<file path="src/rtl/tinyalu_pkg.sv">
// Shared types for the TinyALU command dispatcher.
// Opcodes match the existing TinyALU core encoding.
package tinyalu_pkg;

   typedef enum logic [2:0] {
      no_op  = 3'b000,
      add_op = 3'b001,
      and_op = 3'b010,
      xor_op = 3'b011,
      mul_op = 3'b100,
      rst_op = 3'b111
   } operation_t;

   typedef enum logic [1:0] {
      IDLE,
      BUSY,
      RECOVER
   } dispatcher_state_t;

   typedef struct packed {
      logic [7:0] a;
      logic [7:0] b;
      operation_t op;
   } cmd_t;

   localparam int RECOVER_CYCLES = 2;

endpackage

</file>
<file path="src/rtl/tinyalu_dispatcher_if.sv">
// Command, ALU and result buses of the dispatcher.
// slave = dispatcher side, master = environment side.
interface tinyalu_dispatcher_if
   import tinyalu_pkg::*;
#(
   parameter int TAG_W = 4
);

   logic             cmd_valid;
   logic             cmd_ready;
   logic [7:0]       cmd_a;
   logic [7:0]       cmd_b;
   operation_t       cmd_op;

   logic [7:0]       alu_a;
   logic [7:0]       alu_b;
   operation_t       alu_op;
   logic             alu_start;
   logic             alu_reset_n;
   logic             alu_done;
   logic [15:0]      alu_result;

   logic             res_valid;
   logic             res_ready;
   logic [15:0]      res_data;
   logic [TAG_W-1:0] res_tag;
   logic             res_err;

   modport slave (
      input  cmd_valid, cmd_a, cmd_b, cmd_op,
      output cmd_ready,
      output alu_a, alu_b, alu_op, alu_start, alu_reset_n,
      input  alu_done, alu_result,
      output res_valid, res_data, res_tag, res_err,
      input  res_ready
   );

   modport master (
      output cmd_valid, cmd_a, cmd_b, cmd_op,
      input  cmd_ready,
      input  alu_a, alu_b, alu_op, alu_start, alu_reset_n,
      output alu_done, alu_result,
      input  res_valid, res_data, res_tag, res_err,
      output res_ready
   );

endinterface

</file>
<file path="src/rtl/tinyalu_cmd_fifo.sv">
// Command FIFO with registered full/empty flags.
// Pointers carry an extra MSB to tell full from empty.
module tinyalu_cmd_fifo #(
   parameter int DEPTH = 4,
   parameter int W     = 23
) (
   input  logic         clk,
   input  logic         reset,
   input  logic         push,
   input  logic         pop,
   input  logic [W-1:0] wdata,
   output logic [W-1:0] rdata,
   output logic         full,
   output logic         empty
);

   localparam int AW = $clog2(DEPTH);

   logic [W-1:0] mem [DEPTH];
   logic [AW:0]  wptr;
   logic [AW:0]  rptr;
   logic [AW:0]  wptr_n;
   logic [AW:0]  rptr_n;
   logic         do_push;
   logic         do_pop;

   assign do_push = push && !full;
   assign do_pop  = pop && !empty;
   assign wptr_n  = wptr + {{AW{1'b0}}, do_push};
   assign rptr_n  = rptr + {{AW{1'b0}}, do_pop};
   assign rdata   = mem[rptr[AW-1:0]];

   always_ff @(posedge clk) begin
      if (reset) begin
         wptr  <= '0;
         rptr  <= '0;
         full  <= 1'b0;
         empty <= 1'b1;
      end else begin
         wptr  <= wptr_n;
         rptr  <= rptr_n;
         empty <= (wptr_n == rptr_n);
         full  <= (wptr_n[AW] != rptr_n[AW]) &&
                  (wptr_n[AW-1:0] == rptr_n[AW-1:0]);
      end
   end

   always_ff @(posedge clk) begin
      if (do_push) begin
         mem[wptr[AW-1:0]] <= wdata;
      end
   end

endmodule

</file>
<file path="src/rtl/tinyalu_dispatcher.sv">
// Buffers tagged commands and drives the TinyALU start/done
// protocol one operation at a time, with hang recovery.
module tinyalu_dispatcher
   import tinyalu_pkg::*;
#(
   parameter int DEPTH   = 4,
   parameter int TAG_W   = 4,
   parameter int TIMEOUT = 16
) (
   input  logic                 clk,
   input  logic                 reset,
   tinyalu_dispatcher_if.slave  bus
);

   localparam int EW = $bits(cmd_t) + TAG_W;
   localparam int CW = $clog2(TIMEOUT + 1);
   localparam int RW = $clog2(RECOVER_CYCLES + 1);

   dispatcher_state_t state;
   dispatcher_state_t state_n;

   logic [TAG_W-1:0] tag_cnt;
   logic [TAG_W-1:0] cur_tag;
   logic [TAG_W-1:0] head_tag;
   cmd_t             in_cmd;
   cmd_t             head_cmd;
   logic [EW-1:0]    fifo_out;
   logic             push;
   logic             pop;
   logic             full;
   logic             empty;
   logic             slot_free;
   logic             launch;
   logic             finish;
   logic             expire;
   logic [CW-1:0]    tmo_cnt;
   logic [RW-1:0]    rec_cnt;

   assign in_cmd        = '{a: bus.cmd_a, b: bus.cmd_b, op: bus.cmd_op};
   assign push          = bus.cmd_valid && !full;
   assign bus.cmd_ready = !full;
   assign slot_free     = !bus.res_valid || bus.res_ready;
   assign {head_cmd, head_tag} = fifo_out;

   tinyalu_cmd_fifo #(
      .DEPTH (DEPTH),
      .W     (EW)
   ) u_fifo (
      .clk   (clk),
      .reset (reset),
      .push  (push),
      .pop   (pop),
      .wdata ({in_cmd, tag_cnt}),
      .rdata (fifo_out),
      .full  (full),
      .empty (empty)
   );

   always_ff @(posedge clk) begin
      if (reset) begin
         state <= IDLE;
      end else begin
         state <= state_n;
      end
   end

   always_comb begin
      state_n = state;
      pop     = 1'b0;
      launch  = 1'b0;
      finish  = 1'b0;
      expire  = 1'b0;
      unique case (state)
         IDLE: begin
            if (!empty && slot_free) begin
               pop = 1'b1;
               unique case (1'b1)
                  head_cmd.op == no_op: ;
                  head_cmd.op == rst_op: state_n = RECOVER;
                  default: begin
                     launch  = 1'b1;
                     state_n = BUSY;
                  end
               endcase
            end
         end
         BUSY: begin
            if (bus.alu_done) begin
               finish  = 1'b1;
               state_n = IDLE;
            end else if (tmo_cnt == CW'(TIMEOUT)) begin
               expire  = 1'b1;
               state_n = RECOVER;
            end
         end
         RECOVER: begin
            if (rec_cnt == RW'(RECOVER_CYCLES - 1)) begin
               state_n = IDLE;
            end
         end
         default: state_n = IDLE;
      endcase
   end

   // ALU reset is held low for the whole RECOVER dwell.
   assign bus.alu_reset_n = !reset && (state != RECOVER);

   always_ff @(posedge clk) begin
      if (reset) begin
         tag_cnt       <= '0;
         cur_tag       <= '0;
         tmo_cnt       <= '0;
         rec_cnt       <= '0;
         bus.alu_a     <= '0;
         bus.alu_b     <= '0;
         bus.alu_op    <= no_op;
         bus.alu_start <= 1'b0;
         bus.res_valid <= 1'b0;
         bus.res_data  <= '0;
         bus.res_tag   <= '0;
         bus.res_err   <= 1'b0;
      end else begin
         if (push) begin
            tag_cnt <= tag_cnt + TAG_W'(1);
         end
         tmo_cnt <= (state == BUSY) ? tmo_cnt + CW'(1) : '0;
         rec_cnt <= (state == RECOVER) ? rec_cnt + RW'(1) : '0;
         if (launch) begin
            bus.alu_a     <= head_cmd.a;
            bus.alu_b     <= head_cmd.b;
            bus.alu_op    <= head_cmd.op;
            cur_tag       <= head_tag;
            bus.alu_start <= 1'b1;
         end else if (finish || expire) begin
            bus.alu_start <= 1'b0;
         end
         // Slot is known empty while BUSY, so a load never overwrites.
         if (finish || expire) begin
            bus.res_valid <= 1'b1;
            bus.res_data  <= finish ? bus.alu_result : 16'h0000;
            bus.res_err   <= expire;
            bus.res_tag   <= cur_tag;
         end else if (bus.res_ready) begin
            bus.res_valid <= 1'b0;
         end
      end
   end

endmodule

</file>
<file path="src/flat_wrapper.sv">
// flat-port wrapper written by rule: the top's interface ports become plain ports
module tinyalu_dispatcher_flat import tinyalu_pkg::*;
#(
   parameter int DEPTH   = 4,
   parameter int TAG_W   = 4,
   parameter int TIMEOUT = 16
)
  (clk, reset, bus_cmd_valid, bus_cmd_a, bus_cmd_b, bus_cmd_op, bus_cmd_ready, bus_alu_a, bus_alu_b, bus_alu_op, bus_alu_start, bus_alu_reset_n, bus_alu_done, bus_alu_result, bus_res_valid, bus_res_data, bus_res_tag, bus_res_err, bus_res_ready);
  tinyalu_dispatcher_if #(.TAG_W(TAG_W)) bus_i ();
  input  logic clk;
  input  logic reset;
  input wire logic [$bits(bus_i.cmd_valid)-1:0] bus_cmd_valid;
  input wire logic [$bits(bus_i.cmd_a)-1:0] bus_cmd_a;
  input wire logic [$bits(bus_i.cmd_b)-1:0] bus_cmd_b;
  input wire logic [$bits(bus_i.cmd_op)-1:0] bus_cmd_op;
  output wire logic [$bits(bus_i.cmd_ready)-1:0] bus_cmd_ready;
  output wire logic [$bits(bus_i.alu_a)-1:0] bus_alu_a;
  output wire logic [$bits(bus_i.alu_b)-1:0] bus_alu_b;
  output wire logic [$bits(bus_i.alu_op)-1:0] bus_alu_op;
  output wire logic [$bits(bus_i.alu_start)-1:0] bus_alu_start;
  output wire logic [$bits(bus_i.alu_reset_n)-1:0] bus_alu_reset_n;
  input wire logic [$bits(bus_i.alu_done)-1:0] bus_alu_done;
  input wire logic [$bits(bus_i.alu_result)-1:0] bus_alu_result;
  output wire logic [$bits(bus_i.res_valid)-1:0] bus_res_valid;
  output wire logic [$bits(bus_i.res_data)-1:0] bus_res_data;
  output wire logic [$bits(bus_i.res_tag)-1:0] bus_res_tag;
  output wire logic [$bits(bus_i.res_err)-1:0] bus_res_err;
  input wire logic [$bits(bus_i.res_ready)-1:0] bus_res_ready;
  assign bus_i.cmd_valid = bus_cmd_valid;
  assign bus_i.cmd_a = bus_cmd_a;
  assign bus_i.cmd_b = bus_cmd_b;
  assign bus_i.cmd_op = bus_cmd_op;
  assign bus_cmd_ready = bus_i.cmd_ready;
  assign bus_alu_a = bus_i.alu_a;
  assign bus_alu_b = bus_i.alu_b;
  assign bus_alu_op = bus_i.alu_op;
  assign bus_alu_start = bus_i.alu_start;
  assign bus_alu_reset_n = bus_i.alu_reset_n;
  assign bus_i.alu_done = bus_alu_done;
  assign bus_i.alu_result = bus_alu_result;
  assign bus_res_valid = bus_i.res_valid;
  assign bus_res_data = bus_i.res_data;
  assign bus_res_tag = bus_i.res_tag;
  assign bus_res_err = bus_i.res_err;
  assign bus_i.res_ready = bus_res_ready;
  tinyalu_dispatcher #(.DEPTH(DEPTH), .TAG_W(TAG_W), .TIMEOUT(TIMEOUT)) u_core (.clk(clk), .reset(reset), .bus(bus_i));
endmodule
</file>
<file path="config.mk">
export PLATFORM = sky130hd
export DESIGN_NAME = tinyalu_dispatcher_flat
export DESIGN_NICKNAME = d
export VERILOG_FILES = /design/src/rtl/tinyalu_pkg.sv /design/src/rtl/tinyalu_dispatcher_if.sv /design/src/rtl/tinyalu_cmd_fifo.sv /design/src/rtl/tinyalu_dispatcher.sv /design/src/flat_wrapper.sv
export SDC_FILE = /design/constraint.sdc
export NUM_CORES = 1
export LEC_CHECK = 0
export CORE_ASPECT_RATIO = 1.1
export CORE_MARGIN = 8
export CORE_UTILIZATION = 54
export CTS_CLUSTER_DIAMETER = 150
export DETAILED_ROUTE_END_ITERATION = 10
export GPL_TIMING_DRIVEN = 0
export PLACE_DENSITY_LB_ADDON = 0.15
export RECOVER_POWER = 50
export SYNTH_ARGS = -nofsm -noshare
export SYNTH_HDL_FRONTEND = slang
export SYNTH_HIERARCHICAL = 1
export SYNTH_SLANG_ARGS = --single-unit
</file>
<file path="constraint.sdc">
create_clock -name clk -period 4.16 [get_ports clk]
set_clock_uncertainty 0.2 [all_clocks]
set_input_delay 0.832 -clock clk [delete_from_list [all_inputs] [get_ports clk]]
set_output_delay 0.832 -clock clk [all_outputs]
set_load 0.01 [all_outputs]
</file>
==> out/metrics.yaml, run 1 <==
outcome:
  status: "finished clean"
critical_path:
  cp_data_required_time_ns: 3.13
  arrival_ns: 2.80
  crit_buf_inv: 4
  crit_family: "buffers and inverters"
  slowest_delay_ns: 0.68
  startpoint_type: "input pin"
  criticalPathCategory: "in -> out"
  crit_path_end_kind: "primary output"
  crit_fanout: 10
  crit_chain: "clkdlybuf4s50_1 > clkbuf_1 > clkbuf_1 > nor2b_1 > clkdlybuf4s50_1"
  critical_path.slowest_cell: "clkdlybuf4s50_1"
yosys:
  yosysSeqAreaShare_pct: 67.1
  syn_area_um2: 6110
  yosysWarningCount: 6
  yosysUniqueCellTypes: 41
  synthCells: 394
  syn_nets: 442
  synth_flop_cell: "edfxtp_1"
  synth-seq-cells: 159
  async_reset_ff_share_pct: 0
  synth_area_per_cell_um2: 15.5
  synth-edff-count: 92
placed_design:
  dp_slack_ns: 0.306
  dp.cells: 627
  place_congestion: 0.759
  portBuffers: 83
  dp_hpwl_um: 8090
cts:
  post_cts_resized: 0
  root_buffer: "clkbuf_16"
  cts_setup_buffers: 0
  cts_tree: "done"
  cts_inserted_buffers: 17
  clk_latency_ns: 0.42
  h-tree-depth: 4
  clkSinkCount: 159
  clockBufferDepth: 2
  clk_pin_slew_worst_paths_ns: 0.06
  cts_hold_buffers: 0
grt:
  grt_pass1_wl_um: 19200
  first_global_vias: 3656
  antenna_found_initial: 0
  grt-ovfl-total: 0
  grt_max_degree: 24
  grt_use_total_pct: 16.6
floorplan:
  rows: 40
  fp.coreArea_um2: 11000
  start_util_pct: 55.8
  die_h_um: 128
  die_x_um: 117
  num_io_pins: 84
  dieArea_um2: 15000
run:
  cap_viol_max_count: 0
timing:
  fin_crit_sh_pct: 92.2
  postLayoutSetupSlackWorst_ns: 0.326
  hold_viol: 0
  finalCriticalPeriod_ns: 3.83
  rsz0062_at_grt: "false"
  worstMarginPinSlew_ns: 1.36
  fmax_ghz: 0.261
  relSlewSlack_pct: 9.62
  slew_violations: 0
  setup_violations: 0
layout:
  n_antenna_cell: 0
  area_delta_synth_final_pct: 26.9
  drive_gt1_share_pct: 12.7
  instances_no_fill: 659
  nFillCells: 742
  final_nets: 547
power_and_ir_drop:
  total_power_mw: 4.01
  powerDensity_nw_per_um2: 517
  p_leak_nw: 2.81
  ir_worst_vdd_mv: 0.372
detailed_routing:
  viasPerCell: 5.42
  vias: 3572
  dr.pass1.iters: 4
  drc: 0
  wl_per_cell_um: 18.0
  drt_first_iter_violations: 141
  wirelength_um: 11800
  detail-route-antenna-nets: 0
hold_path:
  hold_path_class: "reg -> reg"
[stage by stage]
stage               setup TNS (ns)  hold WS (ns)  util [%]  area, µm²
detailed placement               0         0.223      65.4       7170
finish                           0         0.227      70.8       7760
floorplan                        0         0.208         -       6110
CTS                              0         0.233      71.0       7780
global route                     0         0.259      70.8       7760
global placement            -47.12         0.216      65.0       7130
[power breakdown]
group / leakage [nW] / switching (mW) / internal, mW
Clock: 0.301 / 0.562 / 0.970
Combinational: 1.11 / 0.300 / 0.332
Sequential: 1.40 / 0.0558 / 1.79
[cell usage after synthesis (4+ instances only)]
master | instances | area share, %
a22oi_1 | 16 | 2.0
buf_12 | 4 | 1.3
buf_2 | 5 | 0.41
clkbuf_1 | 10 | 0.61
dfxtp_1 | 67 | 22
edfxtp_1 | 92 | 45
ha_1 | 8 | 1.6
inv_1 | 4 | 0.25
mux2i_1 | 22 | 3.6
mux4_2 | 20 | 7.4
nand2b_1 | 46 | 4.7
nand3_1 | 4 | 0.33
nand3b_1 | 4 | 0.49
nor2_1 | 26 | 1.6
nor2b_1 | 9 | 0.92
nor3_1 | 9 | 0.74
o21ai_0 | 4 | 0.33
xnor2_1 | 5 | 0.72
xor2_1 | 6 | 0.86
[metal layers]
metal	part of all wire, %	vias to the layer above	global-route usage [%]
li1	-	1686	-
met1	42	1759	19.2
met2	50	107	27.8
met3	5.8	20	5.42
met4	1.9	0	7.41
met5	0	-	0
[layout make-up]
| class | count | area (µm²) | share of cell area (%) |
|---|---|---|---|
| Clock inverter | 2 | 10.0 | 0.129 |
| Tap cell | 147 | 184 | 2.37 |
| Timing Repair Buffer | 86 | 868 | 11.2 |
| Sequential cell | 159 | 4100 | 52.9 |
| Clock buffer | 30 | 599 | 7.72 |
| Multi-Input combinational cell | 209 | 1810 | 23.4 |
| Inverter | 4 | 15.0 | 0.194 |
| Buffer | 22 | 165 | 2.13 |
[worst register-to-register path, cell delays in order (launching register included)]
cell,delay [ns]
dfxtp_1,0.48
buf_2,0.35
mux4_2,0.43
or3_1,0.40
and3_1,0.19
clkbuf_1,0.30
buf_12,0.26
o21a_1,0.18
[cells by family (layout without fill, tap and decap cells)]
logic type | after synthesis | in the layout | synth area share (%)
adder cells (fa/ha/maj) | 8 | 8 | 1.64
AND/OR/NAND/NOR | 115 | 115 | 11.0
flip-flops | 159 | 159 | 67.1
multiplexers | 45 | 45 | 12.3
XOR/XNOR | 11 | 11 | 1.58
AO/OA/AOI/OAI | 30 | 30 | 3.34
buffers and inverters | 26 | 144 | 3.07
[final timing paths]
kind	end	from	depth (start not counted)	slack [ns]
setup / recovery	bus_alu_reset_n	reset	5	0.33
hold reg to reg	u_core/rec_cnt[0]$_SDFF_PP0_	u_core/rec_cnt[0]$_SDFF_PP0_	1	0.23
hold / removal	u_core/rec_cnt[0]$_SDFF_PP0_	u_core/rec_cnt[0]$_SDFF_PP0_	1	0.23
setup reg to reg	u_core/state[0]$_SDFFE_PP0P_	u_core/u_fifo/rptr[1]$_SDFF_PP0_	7	1.28
[registers in the layout, indices dropped and copies added (netlist names)]
name,count
u_core/u_fifo/mem,92
u_core/bus.res_data,16
u_core/bus.alu_a,8
u_core/bus.alu_b,8
u_core/tmo_cnt,5
u_core/bus.res_tag,4
u_core/cur_tag,4
u_core/tag_cnt,4
u_core/bus.alu_op,3
u_core/u_fifo/rptr,3
u_core/u_fifo/wptr,3
u_core/rec_cnt,2
u_core/state,2
u_core/bus.alu_start,1
u_core/bus.res_err,1
u_core/bus.res_valid,1
u_core/u_fifo/empty,1
u_core/u_fifo/full,1
[layout by cell type (no fill, tap or decap), types with 2 or more instances in the layout]
master,Yosys,layout
nand2b_1,46,46
a21oi_1,3,3
nand3b_1,4,4
buf_12,4,4
buf_2,5,5
o21ai_0,4,4
xor2_1,6,6
clkdlybuf4s50_1,0,19
clkbuf_8,0,4
clkbuf_1,10,16
edfxtp_1,92,92
clkbuf_16,0,21
nor2_1,26,25
a22oi_1,16,16
dlygate4sd3_1,0,64
dfxtp_1,67,67
mux4_1,3,3
and3_1,2,2
nand3_1,4,4
o21ai_1,2,2
buf_6,2,3
ha_1,8,8
inv_1,4,4
nand2_1,3,3
nand4b_1,2,2
clkinv_2,0,2
nor2b_1,9,9
mux2i_1,22,22
nor3_1,9,9
xnor2_1,5,5
mux4_2,20,20
Note: power is estimated with default switching activity, not from simulation.
==> run 2: changes to the inputs <==
CORE_UTILIZATION = 56   (was 54)
CTS_BUF_LIST = sky130_fd_sc_hd__clkbuf_2 sky130_fd_sc_hd__clkbuf_4 sky130_fd_sc_hd__clkbuf_8   (was not set)
HOLD_SLACK_MARGIN = 0.03   (was not set)
==> run 2 against run 1 <==
- register-to-register slack is essentially flat
- hold slack gained 0.024 ns
- power shrank 9.3%
- clock power shrank 24%
- utilization shrank 0.39 points
- final cell count shrank 0.15%
- flip-flop and latch count is the same
- largest cell class unchanged
==> out/metrics.yaml, run 2 (synthesis results as in run 1) <==
outcome:
  status: "finished clean"
critical_path:
  criticalPathCategory: "in -> out"
  reg2reg_to: "u_core/state[0]$_SDFFE_PP0P_"
  crit_path_end_kind: "primary output"
  ff2ff_path_depth: 7  # unchanged
  rrSetupSlack_ns: 1.29  # about the same
  startpoint_type: "input pin"
  arrival_ns: 2.87  # +0.07 ns
  critical_path.slowest_cell: "dlygate4sd3_1"
  crit_fanout: 10  # unchanged
  crit_chain: "dlygate4sd3_1 > clkbuf_1 > clkbuf_1 > nor2b_1 > clkdlybuf4s50_1"
  crit_buf_inv: 4  # unchanged
  worstReg2RegStart: "u_core/u_fifo/rptr[1]$_SDFF_PP0_"
  crit_family: "buffers and inverters"
  slowest_delay_ns: 0.74  # +0.06 ns
  cp_data_required_time_ns: 3.13  # about the same
  crit_top_cell: "clkbuf_1"
hold_path:
  hold_start: "u_core/rec_cnt[0]$_SDFF_PP0_"
  min_path_cells: 1  # unchanged
  hold_path_class: "reg -> reg"
  whs_endpoint: "u_core/rec_cnt[0]$_SDFF_PP0_"
timing:
  fin_crit_sh_pct: 93.7  # +1.6 points
  relSlewSlack_pct: 12.7  # +3.1 points
  slew_violations: 0  # unchanged
  worstMarginPinSlew_ns: 1.31  # -0.0461 ns
  holdWs_ns: 0.251  # +0.0236 ns
  hold_viol: 0  # unchanged
  finalCriticalPeriod_ns: 3.90  # +0.0646 ns
  rsz0062_at_grt: "false"
  setup_violations: 0  # unchanged
  fmax_ghz: 0.257  # -1.7%
layout:
  largest_reg_flops: 92  # unchanged
  final_common_cell: "edfxtp_1"
  drive_gt1_share_pct: 13.3  # +0.61 points
  n_antenna_cell: 0  # unchanged
  final_cell_mix: "92 x edfxtp_1, 67 x dfxtp_1, 65 x dlygate4sd3_1"
  area_delta_synth_final_pct: 23.9
  final_nets: 547  # unchanged
floorplan:
  fp.coreArea_um2: 10800  # -1.8%
  rows: 40  # unchanged
  start_util_pct: 56.8  # +1.0 points
  dieArea_um2: 14500  # -3.1%
  num_io_pins: 84  # unchanged
  die_h_um: 126  # -1.6%
  die_x_um: 116  # -1.6%
cts:
  clkSinkCount: 159  # unchanged
  cts_tree: "done"
  root_buffer: "clkbuf_8"
  cts_inserted_buffers: 17  # unchanged
  clk_latency_ns: 0.42  # about the same
  cts_hold_buffers: 0  # unchanged
  clockBufferDepth: 2  # unchanged
  clk_pin_slew_worst_paths_ns: 0.07  # about the same
  cts_setup_buffers: 0  # unchanged
  post_cts_resized: 0  # unchanged
  h-tree-depth: 4  # unchanged
detailed_routing:
  wl_per_cell_um: 18.2  # +1.0%
  drt_first_iter_violations: 252  # +79%
  drc: 0  # unchanged
  wirelength_um: 11900  # +0.90%
  viasPerCell: 5.37  # -0.86%
  dr.pass1.iters: 4  # unchanged
  vias: 3536  # -1.0%
  detail-route-antenna-nets: 0  # unchanged
grt:
  use_met3_pct: 4.62  # -0.80 points
  gr-usage-met1_pct: 20.8  # +1.6 points
  grt_use_total_pct: 17.3  # +0.71 points
  use_met2_pct: 29.2  # +1.5 points
  first_global_vias: 3695  # +1.1%
  antenna_found_initial: 0  # unchanged
  grt_max_degree: 24  # unchanged
  top_usage_layer: "met2"
  grt-ovfl-total: 0  # unchanged
  grt_pass1_wl_um: 19100  # -0.18%
run:
  cap_viol_max_count: 0  # unchanged
power_and_ir_drop:
  total_power_mw: 3.64  # -9.3%
  powerDensity_nw_per_um2: 480  # -7.1%
  ir_worst_vdd_mv: 0.274  # -26%
  p_leak_nw: 2.72  # -3.3%
placed_design:
  dp_hpwl_um: 8160  # +0.76%
  place_congestion: 0.771  # +1.5%
  portBuffers: 83  # unchanged
run 2: cell count changes in the layout (fill, tap and decap cells not counted), moves of 3 or more:
cell | before | now
clkbuf_16 | 21 | 0
clkbuf_8 | 4 | 17
clkbuf_1 | 16 | 11
bufinv_16 | 0 | 4
clkinv_2 | 2 | 5
clkinvlp_4 | 0 | 3
run 2: final cells by class:
class	instances	area (µm²)
Inverter	4	15.0
Multi-Input combinational cell	209	1810
Timing Repair Buffer	86	881
Clock buffer	18	241
Sequential cell	159	4100
Buffer	22	165
Fill cell	766	3190
Clock inverter	13	171
Tap cell	147	184
run 2: stage by stage:
stage,instance area (µm²),std cells,setup slack [ns],utilization (%),TNS [ns]
3_5_place_dp,7180,627,0.307,66.8,0
2_1_floorplan,6110,394,0.353,-,0
4_1_cts,7600,658,0.310,70.6,0
3_3_place_gp,7130,624,-1.71,66.2,-46.10
6_report,7570,658,0.262,70.4,0
5_1_grt,7570,658,0.104,70.4,0
run 2: how the worst max path moves through the flow:
stage                                                    end  cells after the start     startpoint
final                                        bus_alu_reset_n                      5          reset
after global routing                         bus_alu_reset_n                      5          reset
after CTS                                    bus_alu_reset_n                      5          reset
after detailed placement                     bus_alu_reset_n                      5          reset
after global placement    u_core/u_fifo/mem[0][17]$_DFFE_PP_                      5  bus_cmd_valid
after floorplan            u_core/u_fifo/mem[0][0]$_DFFE_PP_                      4  bus_cmd_valid
run 2: worst register-to-register path: stages (launching register included):
cell	delay, ns
dfxtp_1	0.49
buf_2	0.36
mux4_2	0.40
or3_1	0.41
and3_1	0.20
clkbuf_1	0.27
buf_12	0.24
o21a_1	0.19
run 2: per-layer routing:
layer | share of wire (%) | wire length (µm)
met5 | 0 | 0
met4 | 1.2 | 142
met3 | 5.4 | 646
met2 | 50 | 5990
met1 | 43 | 5170
run 2: report_power, final:
| part | total (mW) | internal [mW] | switching, mW |
|---|---|---|---|
| combinational | 0.632 | 0.332 | 0.300 |
| clock | 1.16 | 0.649 | 0.512 |
| sequential | 1.84 | 1.79 | 0.0558 |
| total | 3.64 | 2.77 | 0.868 |
==> run 3: changes to the inputs <==
CELL_PAD_IN_SITES_DETAIL_PLACEMENT = 1   (was not set)
CELL_PAD_IN_SITES_GLOBAL_PLACEMENT = 1   (was not set)
CORE_UTILIZATION = 45   (was 56)
==> run 3 against run 2 <==
- die area rose by 21%
- critical path type unchanged
- critical endpoint unchanged
- critical path depth did not move
- via count barely moved
- utilization fell by 13 points
- maximum frequency fell by 0.42%
- sequential share of layout area rose by 0.30 points
- register-to-register slack got worse by 0.06 ns
- design area fell by 0.54%
- flip-flop and latch count did not move
- clock power fell by 7%
==> out/metrics.yaml, run 3 (synthesis results as in run 1) <==
critical_path:
  cp_data_required_time_ns: 3.13  # about the same
  ff2ff_path_depth: 8  # +1
  crit_path_end_kind: "primary output"
  arrival_ns: 2.88  # about the same
  startpoint_type: "input pin"
  slowest_delay_ns: 0.72  # -0.02 ns
  criticalPathCategory: "in -> out"
  worstReg2RegStart: "u_core/u_fifo/rptr[0]$_SDFF_PP0_"
  critical_path.slowest_cell: "clkdlybuf4s50_1"
  crit_buf_inv: 4  # unchanged
  crit_family: "buffers and inverters"
  rrSetupSlack_ns: 1.23  # -0.06 ns
  crit_fanout: 10  # unchanged
  crit_chain: "clkdlybuf4s50_1 > clkbuf_1 > clkbuf_1 > nor2b_1 > clkdlybuf4s50_1"
  reg2reg_to: "u_core/state[0]$_SDFFE_PP0P_"
grt:
  first_global_vias: 3939  # +6.6%
  antenna_found_initial: 0  # unchanged
  grt_max_degree: 24  # unchanged
  grt_pass1_wl_um: 21300  # +11%
  grt-ovfl-total: 0  # unchanged
  grt_use_total_pct: 15.9  # -1.4 points
hold_path:
  whs_endpoint: "u_core/rec_cnt[0]$_SDFF_PP0_"
  min_path_cells: 1  # unchanged
  hold_start: "u_core/rec_cnt[0]$_SDFF_PP0_"
  hold_path_class: "reg -> reg"
floorplan:
  die_h_um: 138  # +10%
  dieArea_um2: 17600  # +21%
  rows: 44  # +10%
  fp.coreArea_um2: 13200  # +23%
  start_util_pct: 46.3  # -11 points
  die_x_um: 127  # +10%
  num_io_pins: 84  # unchanged
detailed_routing:
  wirelength_um: 13400  # +12%
  wl_per_cell_um: 19.9  # +9.7%
  vias: 3539  # +0.085%
  drt_first_iter_violations: 122  # -52%
  viasPerCell: 5.27  # -2.0%
  drc: 0  # unchanged
  detail-route-antenna-nets: 0  # unchanged
  dr.pass1.iters: 4  # unchanged
cts:
  clk_latency_ns: 0.45  # +0.03 ns
  h-tree-depth: 4  # unchanged
  cts_hold_buffers: 0  # unchanged
  clkSinkCount: 159  # unchanged
  cts_tree: "done"
  cts_inserted_buffers: 17  # unchanged
  post_cts_resized: 0  # unchanged
  clk_pin_slew_worst_paths_ns: 0.08  # about the same
  clockBufferDepth: 2  # unchanged
  root_buffer: "clkbuf_8"
  cts_setup_buffers: 0  # unchanged
power_and_ir_drop:
  powerDensity_nw_per_um2: 473  # -1.6%
  ir_worst_vdd_mv: 0.392  # +43%
  p_leak_nw: 2.69  # -1.2%
timing:
  worstMarginPinSlew_ns: 1.35  # +0.0367 ns
  rsz0062_at_grt: "false"
  setup_violations: 0  # unchanged
  slew_violations: 0  # unchanged
  holdWs_ns: 0.240  # -0.0110 ns
  hold_viol: 0  # unchanged
  relSlewSlack_pct: 10.2  # -2.4 points
  fin_crit_sh_pct: 94.1  # +0.39 points
  fmax_ghz: 0.255  # -0.42%
  finalCriticalPeriod_ns: 3.91  # +0.0163 ns
placed_design:
  place_congestion: 0.706  # -8.4%
  post_dp_cell_area_um2: 7180  # about the same
  portBuffers: 83  # unchanged
  dp_hpwl_um: 9340  # +15%
layout:
  final_common_cell: "edfxtp_1"
  nFillCells: 1260  # +64%
  fin_area_um2: 7530  # -0.54%
  multi_input_area_um2: 1820  # +0.28%
  final_cell_mix: "92 x edfxtp_1, 67 x dfxtp_1, 64 x dlygate4sd3_1"
  drive_gt1_share_pct: 12.9  # -0.39 points
  area_delta_synth_final_pct: 23.3
  register_area_um2: 4100  # unchanged
  final_nets: 546  # -0.18%
  largest_reg_flops: 92  # unchanged
  utilization_pct: 57.0  # -13 points
  n_antenna_cell: 0  # unchanged
run:
  cap_viol_max_count: 0  # unchanged
outcome:
  status: "finished clean"
run 3: per-layer routing:
metal | vias up | track usage [%] | share of wire [%]
li1 | 1663 | - | -
met1 | 1784 | 16.8 | 40
met2 | 74 | 28.4 | 53
met3 | 18 | 4.85 | 5.3
met4 | 0 | 7.02 | 1.9
met5 | - | 0 | 0
run 3: through the flow:
stage	setup TNS (ns)	power [mW]	cells	setup WS, ns
floorplan	0	2.29	394	0.353
global placement	-50.01	2.54	638	-1.79
detailed placement	0	2.57	640	0.212
CTS	0	3.66	672	0.205
global route	0	3.72	672	0.110
finish	0	3.56	672	0.245
run 3: worst max-delay path by stage:
stage	from	endpoint	slack, ns	cells after the start
after floorplan	bus_cmd_valid	u_core/u_fifo/mem[0][0]$_DFFE_PP_	0.35	4
after detailed placement	reset	bus_alu_reset_n	0.21	5
final	reset	bus_alu_reset_n	0.25	5
after global placement	bus_cmd_valid	u_core/u_fifo/mem[0][19]$_DFFE_PP_	-1.79	5
after CTS	reset	bus_alu_reset_n	0.20	5
after global routing	reset	bus_alu_reset_n	0.11	5
run 3: area by class of cell:
cell class / instances / area share [%]
Tap cell: 161 / 2.67
Buffer: 22 / 2.19
Clock buffer: 19 / 3.39
Timing Repair Buffer: 85 / 11.3
Multi-Input combinational cell: 209 / 24.1
Clock inverter: 13 / 1.61
Sequential cell: 159 / 54.5
Inverter: 4 / 0.199
run 3: where the power goes:
part | leakage (nW) | switching (mW) | internal (mW) | total [mW]
Sequential | 1.40 | 0.0576 | 1.79 | 1.85
Combinational | 1.10 | 0.308 | 0.331 | 0.639
Clock | 0.183 | 0.532 | 0.543 | 1.08
